**src/rtl/fp_dispatch_if.sv**
```systemverilog
// Purpose: bundles the op FIFO head, the FP unit start/done strobes, the
//          result FIFO credit return and the status flags of fp_dispatch.
// Ports (signals):
//   op_valid/op_code/op_a/op_b   op FIFO head (to dispatcher)
//   op_pop                       1-cycle pop strobe (from dispatcher)
//   unit_a/unit_b/cos_sel        latched operands and sine/cosine select
//   add/mul/sine_start           1-cycle start strobes
//   add/mul/sine_done            unit result valid
//   res_pop                      consumer pop from result FIFO (credit return)
//   err_clr                      clears sticky error flags
//   busy/credits/err_*           status
//   dbg_state                    dispatcher FSM state, for observation only
// Handshake: a start strobe is a single-cycle request; the selected unit
// answers with a done pulse some cycles later. op_pop and res_pop are
// single-cycle strobes meaning "one entry removed at this clock edge".
interface fp_dispatch_if #(
  parameter int DATA_W    = 32,
  parameter int OUT_DEPTH = 8
);
  localparam int CW = $clog2(OUT_DEPTH) + 1;

  logic              op_valid;
  logic [2:0]        op_code;
  logic [DATA_W-1:0] op_a;
  logic [DATA_W-1:0] op_b;
  logic              op_pop;
  logic [DATA_W-1:0] unit_a;
  logic [DATA_W-1:0] unit_b;
  logic              cos_sel;
  logic              add_start;
  logic              mul_start;
  logic              sine_start;
  logic              add_done;
  logic              mul_done;
  logic              sine_done;
  logic              res_pop;
  logic              err_clr;
  logic              busy;
  logic [CW-1:0]     credits;
  logic              err_opcode;
  logic              err_timeout;
  logic [2:0]        dbg_state;

  modport master (
    input  op_valid, op_code, op_a, op_b,
    input  add_done, mul_done, sine_done,
    input  res_pop, err_clr,
    output op_pop, unit_a, unit_b, cos_sel,
    output add_start, mul_start, sine_start,
    output busy, credits, err_opcode, err_timeout, dbg_state
  );

  modport slave (
    output op_valid, op_code, op_a, op_b,
    output add_done, mul_done, sine_done,
    output res_pop, err_clr,
    input  op_pop, unit_a, unit_b, cos_sel,
    input  add_start, mul_start, sine_start,
    input  busy, credits, err_opcode, err_timeout, dbg_state
  );
endinterface

```
**src/rtl/fp_dispatch.sv**
```systemverilog
// Purpose: sequencer between the op FIFO and the FP add/mul/sine units.
//          Takes one op at the FIFO head, starts the matching unit, waits for
//          its done, then pops the op FIFO (so the opcode stays visible to the
//          output steering until the result is out). Issue is held off while
//          the result FIFO has no free slot, tracked with a credit counter.
// Ports:
//   clk   rising-edge clock
//   rst   asynchronous reset, active-high
//   bus   fp_dispatch_if.master (see interface header for signal list)
module fp_dispatch #(
  parameter int DATA_W    = 32,
  parameter int OUT_DEPTH = 8,
  parameter int TIMEOUT   = 255
) (
  input  logic         clk,
  input  logic         rst,
  fp_dispatch_if.master bus
);
  localparam int CW = $clog2(OUT_DEPTH) + 1;
  localparam int TW = (TIMEOUT > 1) ? $clog2(TIMEOUT + 1) : 1;

  typedef enum logic [2:0] {
    S_IDLE   = 3'd0,
    S_ISSUE  = 3'd1,
    S_WAIT   = 3'd2,
    S_RETIRE = 3'd3,
    S_DROP   = 3'd4
  } state_t;

  typedef enum logic [1:0] {
    U_ADD  = 2'd0,
    U_MUL  = 2'd1,
    U_SINE = 2'd2
  } unit_t;

  state_t            r_state;
  unit_t             r_unit;
  logic [TW-1:0]     r_wait_cnt;
  logic [CW-1:0]     r_credits;
  logic [DATA_W-1:0] r_unit_a;
  logic [DATA_W-1:0] r_unit_b;
  logic              r_cos_sel;
  logic              r_add_start;
  logic              r_mul_start;
  logic              r_sine_start;
  logic              r_op_pop;
  logic              r_busy;
  logic              r_err_opcode;
  logic              r_err_timeout;

  logic              w_legal;
  unit_t             w_unit;
  logic              w_is_sub;
  logic              w_is_cos;
  logic              w_room;
  logic              w_sel_done;
  logic              w_timeout;
  logic              w_set_opc;
  logic              w_set_to;
  logic              w_inc;
  logic              w_dec;
  logic [DATA_W-1:0] w_b_in;

  // Opcode decode of the FIFO head.
  always_comb begin
    w_legal  = 1'b1;
    w_unit   = U_ADD;
    w_is_sub = 1'b0;
    w_is_cos = 1'b0;
    case (bus.op_code)
      3'b001: w_legal = 1'b1;
      3'b010: w_is_sub = 1'b1;
      3'b011: w_unit = U_MUL;
      3'b100: w_unit = U_SINE;
      3'b101: begin
        w_unit   = U_SINE;
        w_is_cos = 1'b1;
      end
      default: w_legal = 1'b0;
    endcase
  end

  // Only the unit that was started may complete the op.
  always_comb begin
    case (r_unit)
      U_MUL:   w_sel_done = bus.mul_done;
      U_SINE:  w_sel_done = bus.sine_done;
      default: w_sel_done = bus.add_done;
    endcase
  end

  // Subtraction reuses the adder with the sign of B flipped.
  assign w_b_in    = w_is_sub ? {~bus.op_b[DATA_W-1], bus.op_b[DATA_W-2:0]} : bus.op_b;
  assign w_room    = (r_credits < CW'(OUT_DEPTH));
  assign w_timeout = (TIMEOUT != 0) && (r_wait_cnt == TW'(TIMEOUT - 1));
  assign w_set_opc = (r_state == S_IDLE) && bus.op_valid && !w_legal;
  assign w_set_to  = (r_state == S_WAIT) && !w_sel_done && w_timeout;
  assign w_inc     = (r_state == S_RETIRE);
  // A pop coinciding with a retire always cancels it, even at zero credits,
  // since the retiring result is the entry being consumed.
  assign w_dec     = bus.res_pop && ((r_credits != '0) || w_inc);

  always_ff @(posedge clk or posedge rst) begin
    if (rst) begin
      r_state       <= S_IDLE;
      r_unit        <= U_ADD;
      r_wait_cnt    <= '0;
      r_unit_a      <= '0;
      r_unit_b      <= '0;
      r_cos_sel     <= 1'b0;
      r_add_start   <= 1'b0;
      r_mul_start   <= 1'b0;
      r_sine_start  <= 1'b0;
      r_op_pop      <= 1'b0;
      r_busy        <= 1'b0;
      r_err_opcode  <= 1'b0;
      r_err_timeout <= 1'b0;
    end else begin
      r_add_start  <= 1'b0;
      r_mul_start  <= 1'b0;
      r_sine_start <= 1'b0;
      r_op_pop     <= 1'b0;
      // A new error in the same cycle as err_clr keeps the flag set.
      r_err_opcode  <= w_set_opc | (r_err_opcode  & ~bus.err_clr);
      r_err_timeout <= w_set_to  | (r_err_timeout & ~bus.err_clr);
      case (r_state)
        S_IDLE: begin
          if (bus.op_valid) begin
            if (!w_legal) begin
              r_state  <= S_DROP;
              r_op_pop <= 1'b1;
              r_busy   <= 1'b1;
            end else if (w_room) begin
              r_state      <= S_ISSUE;
              r_unit       <= w_unit;
              r_unit_a     <= bus.op_a;
              r_unit_b     <= w_b_in;
              r_cos_sel    <= w_is_cos;
              r_add_start  <= (w_unit == U_ADD);
              r_mul_start  <= (w_unit == U_MUL);
              r_sine_start <= (w_unit == U_SINE);
              r_busy       <= 1'b1;
            end
          end
        end
        S_ISSUE: begin
          r_state    <= S_WAIT;
          r_wait_cnt <= '0;
        end
        S_WAIT: begin
          if (w_sel_done) begin
            r_state  <= S_RETIRE;
            r_op_pop <= 1'b1;
          end else if (w_timeout) begin
            r_state  <= S_DROP;
            r_op_pop <= 1'b1;
          end else begin
            r_wait_cnt <= r_wait_cnt + TW'(1);
          end
        end
        S_RETIRE, S_DROP: begin
          r_state   <= S_IDLE;
          r_busy    <= 1'b0;
          r_cos_sel <= 1'b0;
        end
        default: begin
          r_state <= S_IDLE;
          r_busy  <= 1'b0;
        end
      endcase
    end
  end

  always_ff @(posedge clk or posedge rst) begin
    if (rst) begin
      r_credits <= '0;
    end else if (w_inc && !w_dec) begin
      r_credits <= r_credits + CW'(1);
    end else if (!w_inc && w_dec) begin
      r_credits <= r_credits - CW'(1);
    end
  end

  assign bus.op_pop      = r_op_pop;
  assign bus.unit_a      = r_unit_a;
  assign bus.unit_b      = r_unit_b;
  assign bus.cos_sel     = r_cos_sel;
  assign bus.add_start   = r_add_start;
  assign bus.mul_start   = r_mul_start;
  assign bus.sine_start  = r_sine_start;
  assign bus.busy        = r_busy;
  assign bus.credits     = r_credits;
  assign bus.err_opcode  = r_err_opcode;
  assign bus.err_timeout = r_err_timeout;
  assign bus.dbg_state   = r_state;
endmodule
```
**src/flat_wrapper.sv**
```systemverilog
// flat-port wrapper written by rule: the top's interface ports become plain ports
module fp_dispatch_flat 
#(
  parameter int DATA_W    = 32,
  parameter int OUT_DEPTH = 8,
  parameter int TIMEOUT   = 255
)
  (clk, rst, bus_op_valid, bus_op_code, bus_op_a, bus_op_b, bus_add_done, bus_mul_done, bus_sine_done, bus_res_pop, bus_err_clr, bus_op_pop, bus_unit_a, bus_unit_b, bus_cos_sel, bus_add_start, bus_mul_start, bus_sine_start, bus_busy, bus_credits, bus_err_opcode, bus_err_timeout, bus_dbg_state);
  fp_dispatch_if #(.DATA_W(DATA_W), .OUT_DEPTH(OUT_DEPTH)) bus_i ();
  input  logic clk;
  input  logic rst;
  input wire logic [$bits(bus_i.op_valid)-1:0] bus_op_valid;
  input wire logic [$bits(bus_i.op_code)-1:0] bus_op_code;
  input wire logic [$bits(bus_i.op_a)-1:0] bus_op_a;
  input wire logic [$bits(bus_i.op_b)-1:0] bus_op_b;
  input wire logic [$bits(bus_i.add_done)-1:0] bus_add_done;
  input wire logic [$bits(bus_i.mul_done)-1:0] bus_mul_done;
  input wire logic [$bits(bus_i.sine_done)-1:0] bus_sine_done;
  input wire logic [$bits(bus_i.res_pop)-1:0] bus_res_pop;
  input wire logic [$bits(bus_i.err_clr)-1:0] bus_err_clr;
  output wire logic [$bits(bus_i.op_pop)-1:0] bus_op_pop;
  output wire logic [$bits(bus_i.unit_a)-1:0] bus_unit_a;
  output wire logic [$bits(bus_i.unit_b)-1:0] bus_unit_b;
  output wire logic [$bits(bus_i.cos_sel)-1:0] bus_cos_sel;
  output wire logic [$bits(bus_i.add_start)-1:0] bus_add_start;
  output wire logic [$bits(bus_i.mul_start)-1:0] bus_mul_start;
  output wire logic [$bits(bus_i.sine_start)-1:0] bus_sine_start;
  output wire logic [$bits(bus_i.busy)-1:0] bus_busy;
  output wire logic [$bits(bus_i.credits)-1:0] bus_credits;
  output wire logic [$bits(bus_i.err_opcode)-1:0] bus_err_opcode;
  output wire logic [$bits(bus_i.err_timeout)-1:0] bus_err_timeout;
  output wire logic [$bits(bus_i.dbg_state)-1:0] bus_dbg_state;
  assign bus_i.op_valid = bus_op_valid;
  assign bus_i.op_code = bus_op_code;
  assign bus_i.op_a = bus_op_a;
  assign bus_i.op_b = bus_op_b;
  assign bus_i.add_done = bus_add_done;
  assign bus_i.mul_done = bus_mul_done;
  assign bus_i.sine_done = bus_sine_done;
  assign bus_i.res_pop = bus_res_pop;
  assign bus_i.err_clr = bus_err_clr;
  assign bus_op_pop = bus_i.op_pop;
  assign bus_unit_a = bus_i.unit_a;
  assign bus_unit_b = bus_i.unit_b;
  assign bus_cos_sel = bus_i.cos_sel;
  assign bus_add_start = bus_i.add_start;
  assign bus_mul_start = bus_i.mul_start;
  assign bus_sine_start = bus_i.sine_start;
  assign bus_busy = bus_i.busy;
  assign bus_credits = bus_i.credits;
  assign bus_err_opcode = bus_i.err_opcode;
  assign bus_err_timeout = bus_i.err_timeout;
  assign bus_dbg_state = bus_i.dbg_state;
  fp_dispatch #(.DATA_W(DATA_W), .OUT_DEPTH(OUT_DEPTH), .TIMEOUT(TIMEOUT)) u_core (.clk(clk), .rst(rst), .bus(bus_i));
endmodule
```
**config.mk**
```make
export PLATFORM = sky130hd
export DESIGN_NAME = fp_dispatch_flat
export DESIGN_NICKNAME = d
export VERILOG_FILES = /design/src/rtl/fp_dispatch_if.sv /design/src/rtl/fp_dispatch.sv /design/src/flat_wrapper.sv
export SDC_FILE = /design/constraint.sdc
export NUM_CORES = 1
export LEC_CHECK = 0
export CAP_MARGIN = 30
export CORE_MARGIN = 1.5
export CORE_UTILIZATION = 32
export DETAILED_ROUTE_END_ITERATION = 10
export GPL_TIMING_DRIVEN = 0
export MAX_ROUTING_LAYER = met4
export SLEW_MARGIN = 20
export SYNTH_ARGS = -nofsm -noshare
export SYNTH_HDL_FRONTEND = slang
export SYNTH_SLANG_ARGS = --single-unit
```
**constraint.sdc**
```tcl
create_clock -name clk -period 4.2 [get_ports clk]
set_clock_uncertainty 0.2 [all_clocks]
set_input_delay 1.05 -clock clk [delete_from_list [all_inputs] [get_ports clk]]
set_output_delay 1.05 -clock clk [all_outputs]
set_load 0.05 [all_outputs]
```
======== Word level (Yosys, flattened, before mapping) ========
Index checks and enable logic that the tools add are counted.
word-level totals
  word-level logic and storage cells ...... 115
  output and inout port bits .............. 79
  bits of input ports ..................... 75
  flip-flop bits (word level) ............. 89
cells by class
  bitwise operators ....................... 7
  reduce and logical (&&, ||, !) cells .... 27
  add/subtract/negate cells ............... 3
  muxes and demuxes ....................... 42
  equal/unequal tests ..................... 21
  order comparisons ....................... 1
operator list
  kind                   count
  $mux W32               1
  $mux W1                25
  $mux W8                2
  $pmux W8 S2            1
  $mux W3                5
  $eq A3 B2 Y1 const B   4
  $eq A3 B3 Y1 const B   3
  $pmux W3 S3            1
  $reduce_and A3 Y1      3
  $add A8 B1 Y8 const B  1
  $eq A8 B8 Y1 const B   1
  $mux W4                2
  $pmux W1 S2            4
  $reduce_and A4 Y1      2
  $logic_and A1 B1 Y1    7
  $eq A3 B1 Y1 const B   2
  $ne A2 B2 Y1 const B   3
  $reduce_bool A2 Y1     3
  $reduce_or A2 Y1       3
  $reduce_or A5 Y1       1
  $add A4 B1 Y4 const B  1
  $eq A2 B1 Y1 const B   2
  $eq A2 B2 Y1 const B   2
  $logic_not A1 Y1       4
  other kinds (13)       18

======== Depth between registers and ports, before layout ========
Gate-level depths: netlist of run 1.
  depth after elaboration ................. 8
  mapped depth ............................ 8
  depth with buffers taken out ............ 7

======== Worst setup path after synthesis of run 1 ========
Ideal clock, no wire load.
  path type ............................... input port to flip-flop
  from .................................... input bus_res_pop
  to ...................................... register u_core.r_credits[3], in the netlist u_core.bus.credits[3]
  path buffers ............................ 0
  setup slack ............................. 1.433 ns
  cell stages on the path ................. 6
  library setup time ...................... 0.079 ns
  arrival time ............................ 2.488 ns
  data required time ...................... 3.921 ns
  path through ............................ or2_2 > ha_1 > a21o_1 > a21oi_1 > mux2_2 > mux2i_1
on the way
  word-level cells in the longest chain between the ends .. 4
  elaborated cells between the ends (all ways) .. 6
  those cells by class .................... 1 x mux; 5 x reduce/logical
ends and longest elaborated chain
  what                                                  RTL line            text
  start: declaration                                    flat_wrapper.sv:19  input wire logic [$bits(bus_i.res_pop)-1:0] bus_res_pop;
  $logic_and A1 B1 Y1 *                                 fp_dispatch.sv:101  assign w_dec = bus.res_pop && ((r_credits != '0) || w_inc);
  $logic_not A1 Y1                                      fp_dispatch.sv:177  end else if (w_inc && !w_dec) begin
  $logic_and A1 B1 Y1                                   fp_dispatch.sv:177
  $mux W4 / $reduce_bool A2 Y1 (equally long branches)  --
  end signal: assignment                                fp_dispatch.sv:178  r_credits <= r_credits + CW'(1);
  end signal: assignment                                fp_dispatch.sv:180  r_credits <= r_credits - CW'(1);
  end: declaration                                      fp_dispatch.sv:39   logic [CW-1:0] r_credits;
Every way passes the cells marked *; elsewhere a longest branch is shown, timed or not.
A chain may end at the register's enable or synchronous reset.

======== Final worst setup path of run 1 ========
  from .................................... register u_core.r_state[2], in the netlist u_core.bus.dbg_state[2]
  to ...................................... output bus_dbg_state[2]
RTL lines
  what                      RTL line            text
  start: declaration        fp_dispatch.sv:36   state_t r_state;
  start signal: assignment  fp_dispatch.sv:105  r_state <= S_IDLE;
  start signal: assignment  fp_dispatch.sv:130  r_state <= S_DROP;
  start signal: assignment  fp_dispatch.sv:134  r_state <= S_ISSUE;
  end: declaration          flat_wrapper.sv:32  output wire logic [$bits(bus_i.dbg_state)-1:0] bus_dbg_state;
No word-level cell between the ends.

==> results of run 1 <==
-- layer usage --
layer  routed length (microns)  share of wire  track usage
met5                         0              0            -
met4                        91         0.0094       0.0341
met3                       615          0.064       0.0514
met2                      4580           0.47        0.242
met1                      4390           0.45        0.181
-- logic make-up after synthesis --
kind of cell / Yosys count / synth area share
AOI/OAI and AO/OA: 51 / 0.0855
muxes: 68 / 0.240
adders and majority gates: 7 / 0.0231
xor gates and xnor gates: 4 / 0.00853
buffers and inverters: 31 / 0.0429
and+or+nand+nor: 42 / 0.0585
DFF: 89 / 0.542
-- worst max-delay path by stage --
stage	to	depth (start not counted)
after floorplan	u_core.bus.add_start	1
after global placement	u_core.bus.credits[0]	2
after detailed placement	u_core.bus.credits[3]	7
after CTS	bus_dbg_state[2]	1
after global routing	u_core.bus.credits[3]	7
final	bus_dbg_state[2]	1
-- flip-flops by register name, summed over array words and instances (netlist names) --
name	cells
u_core.bus.credits	4
u_core.bus.err_timeout	1
u_core.bus.busy	1
u_core.bus.op_pop	1
u_core.r_unit	2
u_core.bus.unit_a	32
u_core.bus.mul_start	1
u_core.r_wait_cnt	8
u_core.bus.err_opcode	1
u_core.bus.sine_start	1
u_core.bus.cos_sel	1
u_core.bus.dbg_state	3
u_core.bus.add_start	1
u_core.bus.unit_b	32
-- per-stage QoR --
stage	area, sq um	TNS [ns]	hold WS [ns]	util
6_report	6180	0	0.306	0.492
4_1_cts	6180	0	0.309	0.492
3_3_place_gp	5830	-74.06	0.287	0.464
5_1_grt	6180	0	0.321	0.492
2_1_floorplan	4110	0	0.276	-
3_5_place_dp	5860	0	0.291	0.466
-- power by group through the flow --
stage / registers, mW / logic (mW) / clock network (mW)
floorplan: 2.80 / 1.09 / 0
global placement: 1.52 / 3.38 / 0
detailed placement: 1.53 / 3.41 / 0
CTS: 1.53 / 3.42 / 0.889
global route: 1.57 / 3.56 / 0.923
finish: 1.52 / 3.40 / 0.857
-- area by class of cell --
class / count / share of cell area
tap: 172 / 0.0348
clock inverter: 6 / 0.0152
multi-input combinational: 172 / 0.276
clock buffer: 9 / 0.0365
buffer: 14 / 0.0182
sequential: 89 / 0.360
timing repair buffer: 151 / 0.247
inverter: 17 / 0.0111
-- cells in the final DEF (no fill, tap or decap), drive strengths merged, types with 3 or more instances in the layout --
cell,n
nor3,3
dfrtp,89
a21oi,9
o22ai,5
o21a,4
a221oi,3
clkbuf,12
nand3,9
o21ai,7
a31oi,5
and3,3
clkdlybuf4s50,150
buf,12
mux2,66
nand2,10
nor2,5
inv,17
clkinv,3
xor2,3
a21o,3
ha,6
==> flow_metrics.env, run 1 <==
export IMPL_status="finished, final reports clean"
export IMPL_worstSetupEndpointType="primary output"
export IMPL_reg2reg_depth=7
export IMPL_power_frac_seq=0.264
export IMPL_antenna_left=0
export IMPL_synth_async_reset_ratio=1.00
export IMPL_finalCriticalPeriod_ns=2.98
export IMPL_cts_hold_buf=0
export IMPL_place_gp_congestion=0.796
export IMPL_path_cells="clkdlybuf4s50_1"
export IMPL_ys_types=48
export IMPL_die_y_microns=116
export IMPL_grt_start_max_net_pins=48
export IMPL_yosysMostFrequentCell="dfrtp_1"
export IMPL_syn_to_final_growth_pct=50.3
export IMPL_startpoint="u_core.bus.dbg_state[2]"
export IMPL_cts_buffer_depth=2
export IMPL_overflow=0
export IMPL_worst_ep_arrival_time_ns=1.73
export IMPL_n_fill_cell=1149
export IMPL_clkPwrFrac=0.148
export IMPL_grt_pass1_wl_microns=15000
export IMPL_path_buf_inv=1
export IMPL_clockRootBuffer="clkbuf_16"
export IMPL_antenna_cells=0
export IMPL_r2r_start="u_core.bus.dbg_state[2]"
export IMPL_hold_depth=1
export IMPL_synth_fp_nets=374
export IMPL_hold_viol=0
export IMPL_hold_path_class="register to register"
export IMPL_hp_start="u_core.bus.unit_b[10]"
export IMPL_dp_cells=615
export IMPL_yosysSeqAreaShare=0.542
export IMPL_hold_path_endpoint="u_core.bus.unit_b[10]"
export IMPL_worst_slack_ns=1.22
export IMPL_nNetsFinal=536
export IMPL_drive_gt1_frac=0.225
export IMPL_clk_pin_slew_worst_paths_ns=0.06
export IMPL_grt_setup_unrepaired="no"
export IMPL_ios=154
export IMPL_drtIter0Drc=107
export IMPL_path_delay_family="buffers and inverters"
export IMPL_cts_made_buffers=9
export IMPL_dr_pass1_iters=4
export IMPL_synth_top_area_frac=0.542
export IMPL_die_area_sq_mm=0.0135
export IMPL_critPathLaunchType="register"
export IMPL_grt_antenna_before_repair=0
export IMPL_combinationalPowerShare=0.588
export IMPL_tritoncts="done"
export IMPL_yosysWarnings=0
export IMPL_drv_slew=0
export IMPL_die_width_microns=116
export IMPL_post_place_ws_ns=0.877
export IMPL_fp_row_count=41
export IMPL_leakage_nw=2.79
export IMPL_worst_slew_pin_slew_ns=0.729
export IMPL_portBuffers=150
export IMPL_cts_max_level=3
export IMPL_cp_max_fo=10
export IMPL_cts_sinks=89
export IMPL_layout_cells_non_filler=630
export IMPL_r2r_slack_ns=1.65
export IMPL_viasPerCell=4.56
export IMPL_p_int_mw=3.19
export IMPL_critical_path_class="register to primary output"
export IMPL_crit_required_ns=2.95
export IMPL_ys_ff_latch=89
export IMPL_clk_latency_ns=0.34
export IMPL_wl_per_cell_microns=15.4
export IMPL_r2r_end="u_core.bus.credits[3]"
export IMPL_ir_drop_v=0.000397
export IMPL_drc_errors=0
export IMPL_track_usage=0.149
export IMPL_yosysTopAreaCell="dfrtp_1"
export IMPL_initial_utilization=0.327
export IMPL_seqCellArea_sq_mm=0.00223
export IMPL_wl_microns=9680
export IMPL_power_mw=5.78
export IMPL_synth_area_sq_mm=0.00411
export IMPL_power_density_mw_per_mm2=935
export IMPL_cap_violations=0
export IMPL_dp_hpwl_microns=6960
export IMPL_slew_headroom=0.510
export IMPL_multiInputGateArea_sq_mm=0.00171
export IMPL_avgSynthCellArea_sq_um=14.1
export IMPL_synth_common_cells="dfrtp_1 (89), mux2_4 (59), inv_1 (17)"
export IMPL_fmax_mhz=335
export IMPL_post_cts_setup_buffer_count=0
export IMPL_synth_edf_count=0
export IMPL_synthTopCellsByArea="dfrtp_1 (54%), mux2_4 (22%), buf_6 (1.9%)"
export IMPL_fin_crit_sh=0.710
export IMPL_syn_inst=292
export IMPL_cts_resized=0
export IMPL_ys_flop_type="dfrtp_1"
export IMPL_core_area_sq_mm=0.0126
export IMPL_swShare=0.448
export IMPL_critPathMaxStageDelay_ns=0.87
export IMPL_setup_viol=0
export IMPL_cp_slowest_cell="clkdlybuf4s50_1"
export IMPL_first_global_vias=2968
export IMPL_switchingPower_mw=2.59
export IMPL_vias=2870
No activity file was read; power rests on OpenSTA's default activity.
==> run 2: changes to the inputs <==
Clock period 4.2 ns to 2.71 ns, I/O delays scaled along.
==> run 2 against run 1 <==
Routed wire length rose by 1.2%. Sequential cell count did not move. Critical path type unchanged. Utilization rose by 0.34 points.
==> flow_metrics.env, run 2 (synthesis gave the netlist of run 1 again) <==
export IMPL_dp_cells=617
export IMPL_hold_path_class="register to register"
export IMPL_grt_antenna_before_repair=0
export IMPL_nNetsFinal=538
export IMPL_ios=154
export IMPL_status="finished, final reports clean"
export IMPL_grt_setup_unrepaired="no"
export IMPL_layout_cells_non_filler=632
export IMPL_final_cell_mix="clkdlybuf4s50_1 (150), dfrtp_1 (89), mux2_4 (59), inv_1 (16), nand2_1 (10)"
export IMPL_cp_slowest_cell="clkdlybuf4s50_1"
export IMPL_drive_gt1_frac=0.230
export IMPL_fin_crit_sh=0.957
export IMPL_tritoncts="done"
export IMPL_viasPerCell=4.64
export IMPL_whs_ns=0.302
export IMPL_path_delay_family="buffers and inverters"
export IMPL_drv_slew=0
export IMPL_wl_met1_microns=4320
export IMPL_crit_required_ns=1.83
export IMPL_drc_errors=0
export IMPL_power_density_mw_per_mm2=1440
export IMPL_hold_viol=0
export IMPL_antenna_left=0
export IMPL_clockRootBuffer="clkbuf_16"
export IMPL_cap_violations=0
export IMPL_vias=2932
export IMPL_die_area_sq_mm=0.0135
export IMPL_drtIter0Drc=110
export IMPL_finalSetupTns_ns=0
export IMPL_initial_utilization=0.327
export IMPL_worst_slew_pin_slew_ns=0.736
export IMPL_overflow=0
export IMPL_leakage_nw=2.80
export IMPL_dr_pass1_iters=4
export IMPL_dpl_cell_area_sq_mm=0.00590
export IMPL_routed_wl_met3_microns=626
export IMPL_worst_ep_arrival_time_ns=1.72
export IMPL_worstSetupEndpointType="primary output"
export IMPL_cts_sinks=89
export IMPL_grt_start_max_net_pins=34
export IMPL_design_area_sq_mm=0.00622
export IMPL_setup_viol=0
export IMPL_dp_hpwl_microns=7070
export IMPL_cts_buffer_depth=2
export IMPL_core_area_sq_mm=0.0126
export IMPL_first_global_vias=2979
export IMPL_power_mw=8.98
export IMPL_clk_latency_ns=0.34
export IMPL_dr_max_layer_used="met4"
export IMPL_cp_max_fo=10
export IMPL_track_usage=0.152
export IMPL_die_y_microns=116
export IMPL_wl_microns=9800
export IMPL_met2_length_microns=4800
export IMPL_critPathMaxStageDelay_ns=0.87
export IMPL_cts_max_level=3
export IMPL_critical_path_class="register to primary output"
export IMPL_critPathLaunchType="register"
export IMPL_cts_made_buffers=9
export IMPL_worst_slack_ns=0.116
export IMPL_finalCriticalPeriod_ns=2.59
export IMPL_slew_headroom=0.505
export IMPL_place_gp_congestion=0.730
export IMPL_antenna_cells=0
export IMPL_ir_drop_v=0.000856
export IMPL_cts_hold_buf=0
export IMPL_path_cells="clkdlybuf4s50_1"
export IMPL_syn_to_final_growth_pct=51.4
export IMPL_post_place_ws_ns=-0.257
export IMPL_final_util=0.495
export IMPL_fp_row_count=41
export IMPL_clk_pin_slew_worst_paths_ns=0.06
export IMPL_die_width_microns=116
export IMPL_path_buf_inv=1
export IMPL_portBuffers=150
export IMPL_final_common_cell="clkdlybuf4s50_1"
export IMPL_grt_pass1_wl_microns=15400
export IMPL_fmax_mhz=385
export IMPL_n_fill_cell=1133
export IMPL_wl_per_cell_microns=15.5
==> run 2: changes by cell type in the layout (fill, tap and decap cells not counted), sizes merged <==
cell      before  now
clkinv         3    1
buf           12   14
clkinvlp       1    3
inv           17   16
clkbuf        12   13
==> run 2: metal layers <==
| metal | GRT usage | vias up |
|---|---|---|
| met5 | - | - |
| met4 | 0.0374 | 0 |
| li1 | - | 1369 |
| met1 | 0.186 | 1449 |
| met2 | 0.246 | 108 |
| met3 | 0.0462 | 6 |
==> run 2: worst paths after layout <==
| check | startpoint | to | slack, ns | depth (start not counted) |
|---|---|---|---|---|
| max | u_core.bus.dbg_state[2] | bus_dbg_state[2] | 0.12 | 1 |
| min | u_core.bus.unit_b[28] | u_core.bus.unit_b[28] | 0.30 | 1 |
| max reg2reg | u_core.bus.dbg_state[2] | u_core.bus.credits[3] | 0.21 | 7 |
| min reg2reg | u_core.bus.unit_b[28] | u_core.bus.unit_b[28] | 0.30 | 1 |
| max in group asynchronous | rst | u_core.bus.unit_b[31] | 1.14 | 4 |
| min in group asynchronous | rst | u_core.bus.unit_b[3] | 0.51 | 2 |
==> run 2: area by class of cell <==
type,instances,area [sq um],share of cell area
Sequential cell,89,2230,0.358
Multi-Input combinational cell,172,1710,0.275
Timing Repair Buffer,153,1570,0.252
Clock inverter,5,80.1,0.0129
Tap cell,172,215,0.0346
Inverter,17,67.6,0.0109
Buffer,14,113,0.0181
Clock buffer,10,239,0.0384
==> run 2: repair_timing <==
action | CTS | global route
gates resized for setup | 0 | 1
setup buffers | 0 | 0
endpoints found under the setup margin | 0 | 1
==> run 2: where the power goes <==
part	internal (mW)	switching (mW)	total, mW	leakage (nW)
Combinational	2.19	3.09	5.28	1.57
Sequential	1.95	0.405	2.36	1.08
Clock	0.826	0.510	1.34	0.151
Total	4.97	4.01	8.98	2.80
==> run 3: changes to the inputs <==
Settings changed: CTS_CLUSTER_SIZE from default to 40.
==> results of run 3 <==
Same layout as run 2: the final DEF is identical, and so are final timing and power.
